**src/rtl/mbyte_add_seq_pkg.sv**
```systemverilog
// Shared types for the multi-byte sequential adder slice.
//   BYTE_W      : datapath byte width
//   byte_t      : one operand / sum byte
//   add_state_e : operand-sequencing FSM states
package add_pkg;
   localparam int BYTE_W = 8;

   typedef logic [BYTE_W-1:0] byte_t;

   typedef enum logic {
      IDLE = 1'b0,  // waiting for byte 0 of an operand
      RUN  = 1'b1   // mid-operand, carry_q may be live
   } add_state_e;
endpackage

```
**src/rtl/mbyte_add_seq_if.sv**
```systemverilog
// Byte-stream bus for mbyte_add_seq.
//   in_valid/in_ready/in_a/in_b                : operand byte pair, LS byte first
//   out_valid/out_ready/out_sum/out_last       : sum byte stream
//   carry_out/ovf                              : operand flags, qualified by out_last
// slave  = the adder stage, master = whoever drives operands and sinks sums.
interface mbyte_add_seq_if;
   import add_pkg::*;

   logic  in_valid;
   logic  in_ready;
   byte_t in_a;
   byte_t in_b;
   logic  out_valid;
   logic  out_ready;
   byte_t out_sum;
   logic  out_last;
   logic  carry_out;
   logic  ovf;

   modport slave (
      input  in_valid, in_a, in_b, out_ready,
      output in_ready, out_valid, out_sum, out_last, carry_out, ovf
   );

   modport master (
      output in_valid, in_a, in_b, out_ready,
      input  in_ready, out_valid, out_sum, out_last, carry_out, ovf
   );
endinterface

```
**src/rtl/mbyte_add_seq_add8_ci.sv**
```systemverilog
// add8_ci: combinational 8-bit add with carry-in.
//   a, b : addend bytes
//   ci   : carry in
//   s    : sum byte
//   co   : unsigned carry out
//   v    : signed two's-complement overflow of this byte as an MS byte
module add8_ci
   import add_pkg::*;
(
   input  byte_t a,
   input  byte_t b,
   input  logic  ci,
   output byte_t s,
   output logic  co,
   output logic  v
);
   assign {co, s} = {1'b0, a} + {1'b0, b} + {{BYTE_W{1'b0}}, ci};

   // Overflow iff both addends share a sign and the result sign differs.
   assign v = (a[BYTE_W-1] == b[BYTE_W-1]) && (s[BYTE_W-1] != a[BYTE_W-1]);
endmodule

```
**src/rtl/mbyte_add_seq.sv**
```systemverilog
// mbyte_add_seq: NBYTES-wide add done one byte per accept, LS byte first,
// carry held in carry_q between bytes. A single output register decouples
// the upstream and downstream handshakes.
//   clk   : clock, rising edge
//   reset : asynchronous active-high reset
//   clear : synchronous abort of the in-flight operand and pending output
//   bus   : byte-stream slave (see mbyte_add_seq_if)
module mbyte_add_seq
   import add_pkg::*;
#(
   parameter int NBYTES = 4
)(
   input  logic clk,
   input  logic reset,
   input  logic clear,
   mbyte_add_seq_if.slave bus
);
   localparam int CW = (NBYTES > 1) ? $clog2(NBYTES) : 1;
   localparam logic [CW-1:0] LAST_IDX = CW'(NBYTES - 1);

   add_state_e    state;
   logic [CW-1:0] cnt;
   logic          carry_q;
   byte_t         s;
   logic          c;
   logic          v;
   logic          accept;
   logic          last;

   // Pipe-register ready: depends only on our own register and out_ready.
   assign bus.in_ready = !bus.out_valid || bus.out_ready;
   assign accept       = bus.in_valid && bus.in_ready;
   assign last         = (cnt == LAST_IDX);

   add8_ci u_add (
      .a  (bus.in_a),
      .b  (bus.in_b),
      .ci (carry_q),
      .s  (s),
      .co (c),
      .v  (v)
   );

   always_ff @(posedge clk or posedge reset) begin
      if (reset) begin
         state         <= IDLE;
         cnt           <= '0;
         carry_q       <= 1'b0;
         bus.out_valid <= 1'b0;
         bus.out_sum   <= '0;
         bus.out_last  <= 1'b0;
         bus.carry_out <= 1'b0;
         bus.ovf       <= 1'b0;
      end else if (clear) begin
         // Abort wins over any byte presented this cycle.
         state         <= IDLE;
         cnt           <= '0;
         carry_q       <= 1'b0;
         bus.out_valid <= 1'b0;
      end else if (accept) begin
         bus.out_valid <= 1'b1;
         bus.out_sum   <= s;
         bus.out_last  <= last;
         bus.carry_out <= last & c;
         bus.ovf       <= last & v;
         if (last) begin
            // Operand done: next accept is byte 0 with a clean carry.
            cnt     <= '0;
            carry_q <= 1'b0;
         end else begin
            cnt     <= cnt + CW'(1);
            carry_q <= c;
         end
         case (state)
            IDLE:    state <= last ? IDLE : RUN;
            RUN:     state <= last ? IDLE : RUN;
            default: state <= IDLE;
         endcase
      end else if (bus.out_ready) begin
         bus.out_valid <= 1'b0;
      end
   end
endmodule

```
**src/flat_wrapper.sv**
```systemverilog
// flat-port wrapper written by rule: the top's interface ports become plain ports
module mbyte_add_seq_flat import add_pkg::*;
#(
   parameter int NBYTES = 4
)
  (clk, reset, clear, bus_in_valid, bus_in_a, bus_in_b, bus_out_ready, bus_in_ready, bus_out_valid, bus_out_sum, bus_out_last, bus_carry_out, bus_ovf);
  mbyte_add_seq_if bus_i ();
  input  logic clk;
  input  logic reset;
  input  logic clear;
  input wire logic [$bits(bus_i.in_valid)-1:0] bus_in_valid;
  input wire logic [$bits(bus_i.in_a)-1:0] bus_in_a;
  input wire logic [$bits(bus_i.in_b)-1:0] bus_in_b;
  input wire logic [$bits(bus_i.out_ready)-1:0] bus_out_ready;
  output wire logic [$bits(bus_i.in_ready)-1:0] bus_in_ready;
  output wire logic [$bits(bus_i.out_valid)-1:0] bus_out_valid;
  output wire logic [$bits(bus_i.out_sum)-1:0] bus_out_sum;
  output wire logic [$bits(bus_i.out_last)-1:0] bus_out_last;
  output wire logic [$bits(bus_i.carry_out)-1:0] bus_carry_out;
  output wire logic [$bits(bus_i.ovf)-1:0] bus_ovf;
  assign bus_i.in_valid = bus_in_valid;
  assign bus_i.in_a = bus_in_a;
  assign bus_i.in_b = bus_in_b;
  assign bus_i.out_ready = bus_out_ready;
  assign bus_in_ready = bus_i.in_ready;
  assign bus_out_valid = bus_i.out_valid;
  assign bus_out_sum = bus_i.out_sum;
  assign bus_out_last = bus_i.out_last;
  assign bus_carry_out = bus_i.carry_out;
  assign bus_ovf = bus_i.ovf;
  mbyte_add_seq #(.NBYTES(NBYTES)) u_core (.clk(clk), .reset(reset), .clear(clear), .bus(bus_i));
endmodule
```
**config.mk**
```make
export PLATFORM = sky130hd
export DESIGN_NAME = mbyte_add_seq_flat
export DESIGN_NICKNAME = d
export VERILOG_FILES = /design/src/rtl/mbyte_add_seq_pkg.sv /design/src/rtl/mbyte_add_seq_if.sv /design/src/rtl/mbyte_add_seq_add8_ci.sv /design/src/rtl/mbyte_add_seq.sv /design/src/flat_wrapper.sv
export SDC_FILE = /design/constraint.sdc
export NUM_CORES = 1
export LEC_CHECK = 0
export CELL_PAD_IN_SITES_DETAIL_PLACEMENT = 1
export CELL_PAD_IN_SITES_GLOBAL_PLACEMENT = 1
export CORE_MARGIN = 2
export CORE_UTILIZATION = 32
export CTS_BUF_LIST = sky130_fd_sc_hd__clkbuf_16
export DETAILED_ROUTE_END_ITERATION = 16
export GPL_TIMING_DRIVEN = 0
export PLACE_DENSITY = 0.82
export SLEW_MARGIN = 20
export SYNTH_ARGS = -nofsm -noshare
export SYNTH_HDL_FRONTEND = slang
export SYNTH_SLANG_ARGS = --single-unit
```
**constraint.sdc**
```tcl
create_clock -name clk -period 2.5 [get_ports clk]
set_input_delay 0.5 -clock clk [delete_from_list [all_inputs] [get_ports clk]]
set_output_delay 0.5 -clock clk [all_outputs]
set_load 0.05 [all_outputs]
```
Word level (Yosys, flattened, before mapping)
Index checks and enable logic that the tools add are counted.
{"block": "op_classes", "n_addsub": 3, "eq_ne": 3, "muxes": 9, "bitwise_logic": 3, "reduce_logical": 7}
{"operator": "adder 8 x 8 -> 9 bit", "count": 1}
{"operator": "adder 9 x 1 -> 9 bit", "count": 1}
{"operator": "2-to-1 mux 1 bit", "count": 6}
{"operator": "2-to-1 mux 2 bit", "count": 3}
{"operator": "nonzero test 3 bit", "count": 1}
{"operator": "adder 2 x 1 -> 2 bit (second input constant)", "count": 1}
{"operator": "bitwise AND 1 bit", "count": 2}
{"operator": "== test 2 bit (second input constant)", "count": 1}
{"operator": "logical AND 1 bit", "count": 2}
{"operator": "AND reduction 2 bit", "count": 1}
{"operator": "nonzero test 2 bit", "count": 1}
{"operator": "== test 1 bit", "count": 1}
{"operator": "logical NOT 1 bit", "count": 1}
{"operator": "logical OR 1 bit", "count": 1}
{"operator": "!= test 1 bit", "count": 1}
{"operator": "inverter 1 bit", "count": 1}
{"block": "totals", "ff_bits": 15, "input_bits": 21, "output_inout_bits": 13, "wordCells": 32}

Longest topological paths before layout
{"block": "logic_depth", "ltp_word": 5, "mapped_depth": 9, "ltp_nobuf": 9}

By module
A second synthesis with hierarchy kept.
{"block": "unflattened", "cells_unflattened": 91, "hier_area_um2": 968.4}
{"mod": "mbyte_add_seq", "n_inst": 1, "cells_per_inst": 49, "area_per_inst_um2": 631.9, "seq_area_each_um2": 375.4}
{"mod": "add8_ci", "n_inst": 1, "cells_per_inst": 42, "area_per_inst_um2": 336.6, "seq_area_each_um2": 0.0}

Least setup slack after synthesis
Ideal clock, no wire load.
{"block": "synth_timing", "kind": "input to register", "from": "in bus_in_b[0]", "to": "reg u_core.bus.out_sum[6]", "setup_time_ps": 127, "arrival_ps": 1916, "t_required_ps": 2373, "path_slack_ps": 457, "cell_stages": 9, "n_path_buf": 0, "cell_sequence": "inv_1 > fa_1 > inv_1 > fa_1 > a211oi_1 > o21bai_1 > a21oi_1 > xor2_1 > o21ai_0"}
{"block": "synth_between", "elab_chain_cells": 2}
{"item": "start: declaration", "line": "flat_wrapper.sv:13", "text": "input wire logic [$bits(bus_i.in_b)-1:0] bus_in_b;"}
{"item": "adder 8 x 8 -> 9 bit", "line": "mbyte_add_seq_add8_ci.sv:17", "text": "assign {co, s} = {1'b0, a} + {1'b0, b} + {{BYTE_W{1'b0}}, ci};"}
{"item": "adder 9 x 1 -> 9 bit", "line": "mbyte_add_seq_add8_ci.sv:17"}
{"item": "end signal: assignment", "line": "mbyte_add_seq.sv:62", "text": "bus.out_sum <= s;"}
{"item": "end: declaration", "line": "mbyte_add_seq_if.sv:22", "text": "output in_ready, out_valid, out_sum, out_last, carry_out, ovf"}
Every way passes these cells.
A chain may end at the register's enable or synchronous reset.

Final worst setup path
{"block": "layout_timing", "from": "in bus_in_b[0]", "to": "reg u_core.carry_q"}
{"block": "layout_between", "elab_chain_cells": 5}
{"item": "adder 8 x 8 -> 9 bit", "line": "mbyte_add_seq_add8_ci.sv:17"}
{"item": "adder 9 x 1 -> 9 bit", "line": "mbyte_add_seq_add8_ci.sv:17"}
{"item": "2-to-1 mux 1 bit", "line": "mbyte_add_seq.sv:66", "text": "if (last) begin"}
{"item": "2-to-1 mux 1 bit", "line": "mbyte_add_seq.sv:60", "text": "end else if (accept) begin"}
{"item": "2-to-1 mux 1 bit", "line": "mbyte_add_seq.sv:54", "text": "end else if (clear) begin"}
{"item": "end signal: assignment", "line": "mbyte_add_seq.sv:58", "text": "carry_q <= 1'b0;"}
{"item": "end signal: assignment", "line": "mbyte_add_seq.sv:69", "text": "carry_q <= 1'b0;"}
{"item": "end signal: assignment", "line": "mbyte_add_seq.sv:72", "text": "carry_q <= c;"}
{"item": "end: declaration", "line": "mbyte_add_seq.sv:23", "text": "logic carry_q;"}
Every way passes these cells. The select of a mux whose other input is x is not followed.

==> results by group <==
Die
  • Row count: 19
  • Die area: 3430 um^2
  • Die Ht: 58.6 um
  • Core Region: 2810 um^2
  • Die W: 58.6 um
  • I/O Pins: 34
  • Initial core utilization: 34.0%

Critical path
  • WP data required: 2.68 ns
  • Data arrival time of the worst path: 2.59 ns
  • Critical path class: in -> reg
  • Critical path endpoint category: flip-flop
  • CP max FO: 3
  • CP Launch Type: input port

Power and ir drop
  • Sw Pwr: 0.341 mW
  • IR drop worst, VDD: 251 uV
  • Logic pwr share: 37.2%
  • Sw Share: 34.9%
  • Clk network pwr share: 32.5%
  • Pleak: 0.641 nW
  • Seq pwr share: 30.4%
  • Power Density: 682 nW/um^2
  • Internal power: 0.636 mW

Global routing
  • Global-route wire length before repair: 4.47 mm
  • Vias in the first global route: 1036
  • Largest net degree at the start of global routing: 16
  • Grt ovf: 0
  • Tot GR Track Use: 17.6%
  • Antenna violations before repair: 0

Logic synthesis
  • Syn Area/Cell: 9.26 um^2
  • Seq/Total Area, Yosys: 39.4%
  • FF+latch count, synth: 15
  • Cell variety after synth: 31
  • Cell Area, Synth: 953 um^2
  • Syn Nets: 134
  • Ys Warns: 0
  • Syn Inst Count: 103

STA
  • Slew Viols, Final: 0
  • Final Cycle Share: 96.5%
  • Hold WS: 0.481 ns
  • Final setup viols: 0
  • Max-slew headroom: 62.5%
  • Max Clock Freq: 414 MHz
  • Fin. Hold Viols: 0
  • Slew @ Worst Pin: 0.561 ns
  • Final critical-path required period: 2.41 ns
  • Setup Skew: 0.000957 ns

Placed design
  • Placed cell area: 1320 um^2
  • Final HPWL DP: 2.02 mm
  • Port Buffer Count: 33
  • Routability congestion estimate: 0.846

CTS
  • Max clock buf depth: 2
  • CTS buffer count: 3
  • CTS tree: yes
  • Clk_lat worst skew: 0.25 ns
  • Clock root cell: clkbuf_16
  • Clock slew at reported path FFs: 0.05 ns
  • H-tree depth: 1
  • TritonCTS Sinks: 15
  • Hold Buf Count CTS: 0

Route
  • Post-route antenna net violation count: 0
  • Drt first pass iters: 11
  • Post-detailed-route via-to-cell ratio: 5.19
  • Initial DRC count: 8
  • Post-Route WL: 2.58 mm
  • Avg WL per Cell: 14.8 um
  • DRC: 2
  • Via count: 903

Outcome
  • Failing checks: design-rule violations
  • Status: complete, but fails checks

Flow run
  • Max_cap viols: 0

Layout
  • Final nets: 175
  • Share of cells above drive strength 1: 12.6%
  • Post-route cell area: 1430 um^2
  • Ant diodes: 0
  • Fin util: 51.1%
  • Area delta synth->final: 50.4%

Hold path
  • Hold Path Class: reg -> reg
==> power groups by stage <==
stage / sequential, mW / combinational (mW) / clock, mW
global placement: 0.299 / 0.343 / 0
finish: 0.297 / 0.363 / 0.317
floorplan: 0.404 / 0.117 / 0
global route: 0.302 / 0.391 / 0.337
detailed placement: 0.301 / 0.354 / 0
CTS: 0.298 / 0.357 / 0.318
==> cell usage after synthesis <==
cell,count,area (um^2)
nand2_1,19,71.3
dfrtp_1,15,375
ha_1,8,100
a21oi_1,7,35.0
inv_1,7,26.3
o21ai_0,7,35.0
nor2_1,5,18.8
xor2_1,4,35.0
nor3_1,3,15.0
a211oi_1,2,15.0
fa_1,2,40.0
nand2b_1,2,12.5
o21a_1,2,15.0
o21ai_1,2,10.0
o31ai_1,2,15.0
a21o_1,1,7.51
a21oi_2,1,8.76
buf_2,1,5.00
buf_6,1,11.3
nand2_2,1,6.26
nand2b_2,1,8.76
nand3_1,1,5.00
nor3b_2,1,12.5
o211ai_1,1,7.51
o21bai_1,1,7.51
o22ai_2,1,12.5
o41ai_1,1,8.76
or2_1,1,6.26
or3_1,1,6.26
or4_4,1,11.3
xnor2_1,1,8.76
==> critical path: stages <==
cell	delay (ns)
clkdlybuf4s50_1	0.47
inv_1	0.06
fa_2	0.39
inv_1	0.09
fa_2	0.23
a211oi_1	0.10
o211ai_1	0.17
nand2_1	0.11
or3_1	0.35
a21oi_2	0.13
==> metal layers <==
| layer | part of all wire (%) | vias up | GRT usage [%] |
|---|---|---|---|
| li1 | - | 434 | - |
| met1 | 39 | 433 | 18.7 |
| met2 | 53 | 29 | 31.8 |
| met3 | 5.4 | 7 | 4.40 |
| met4 | 2.4 | 0 | 9.42 |
| met5 | 0 | - | 0 |
==> worst paths after layout <==
path / startpoint / end / slack, ns / cells after the start
worst max register to register: u_core.carry_q / u_core.bus.out_sum[6] / 0.42 / 9
max in group asynchronous: reset / u_core.bus.out_sum[6] / 1.52 / 2
worst min-delay path: u_core.bus.out_sum[2] / u_core.bus.out_sum[2] / 0.48 / 2
min in group asynchronous: reset / u_core.bus.out_sum[1] / 0.61 / 2
worst min register to register: u_core.bus.out_sum[2] / u_core.bus.out_sum[2] / 0.48 / 2
worst max-delay path: bus_in_b[0] / u_core.carry_q / 0.09 / 10
==> sequential cells by signal (all words and copies together), names as in the netlist <==
signal,cells
u_core.bus.out_valid,1
u_core.bus.carry_out,1
u_core.bus.ovf,1
u_core.cnt,2
u_core.bus.out_last,1
u_core.bus.out_sum,8
u_core.carry_q,1
==> metrics by stage <==
| stage | worst slack (ns) | cells | total power, mW | TNS [ns] |
|---|---|---|---|---|
| CTS | 0.0244 | 171 | 0.972 | 0 |
| finish | 0.0866 | 174 | 0.977 | 0 |
| global placement | -0.158 | 167 | 0.641 | -0.288 |
| global route | -0.0223 | 174 | 1.03 | -0.0304 |
| detailed placement | -0.218 | 167 | 0.655 | -0.487 |
| floorplan | 0.457 | 103 | 0.521 | 0 |
==> cells by family (layout without fill, tap and decap cells) <==
kind of cell               count (synthesis)  count (layout)  synth area share [%]
and+or+nand+nor                           36              36                  18.2
AOI/OAI and AO/OA                         28              28                  18.6
DFF                                       15              15                  39.4
adders and majority gates                 10              10                  14.7
buffers and inverters                      9              49                  4.46
xor gates and xnor gates                   5               5                  4.59
==> layout make-up <==
type | count | area (um^2)
tap | 31 | 38.8
multi-input combinational | 79 | 544
clock inverter | 1 | 5.00
inverter | 7 | 26.3
clock buffer | 3 | 75.1
timing repair buffer | 36 | 353
sequential | 15 | 375
fill | 333 | 1370
buffer | 2 | 16.3
==> timing repair <==
action / 4_1_cts / 5_1_grt
endpoints found under the setup margin: 0 / 3
endpoints found under the hold margin: 0 / 0
resized for setup: 0 / 3
setup buffers: 0 / 3
==> layout by cell type, fill, tap and decap left out <==
cell,synthesis,final
o211ai_1,1,1
a21o_1,1,1
or3_1,1,1
or2_1,1,1
a211oi_1,2,2
nand3_1,1,1
nor3_1,3,3
o21ai_0,7,7
dfrtp_1,15,15
nand2_1,19,19
buf_6,1,1
ha_1,8,8
nand2b_1,2,2
a21oi_1,7,6
buf_2,1,1
o22ai_2,1,1
o21ai_1,2,2
o41ai_1,1,1
clkbuf_16,0,3
nor2_1,5,5
o31ai_1,2,2
or4_4,1,1
nand2_2,1,1
clkdlybuf4s50_1,0,33
xnor2_1,1,1
xor2_1,4,4
buf_4,0,3
o21a_1,2,2
o21bai_1,1,1
inv_1,7,7
clkinv_2,0,1
nand2b_2,1,1
nor3b_2,1,1
fa_2,0,2
a21oi_2,1,2
(Power assumes the default switching activity.)
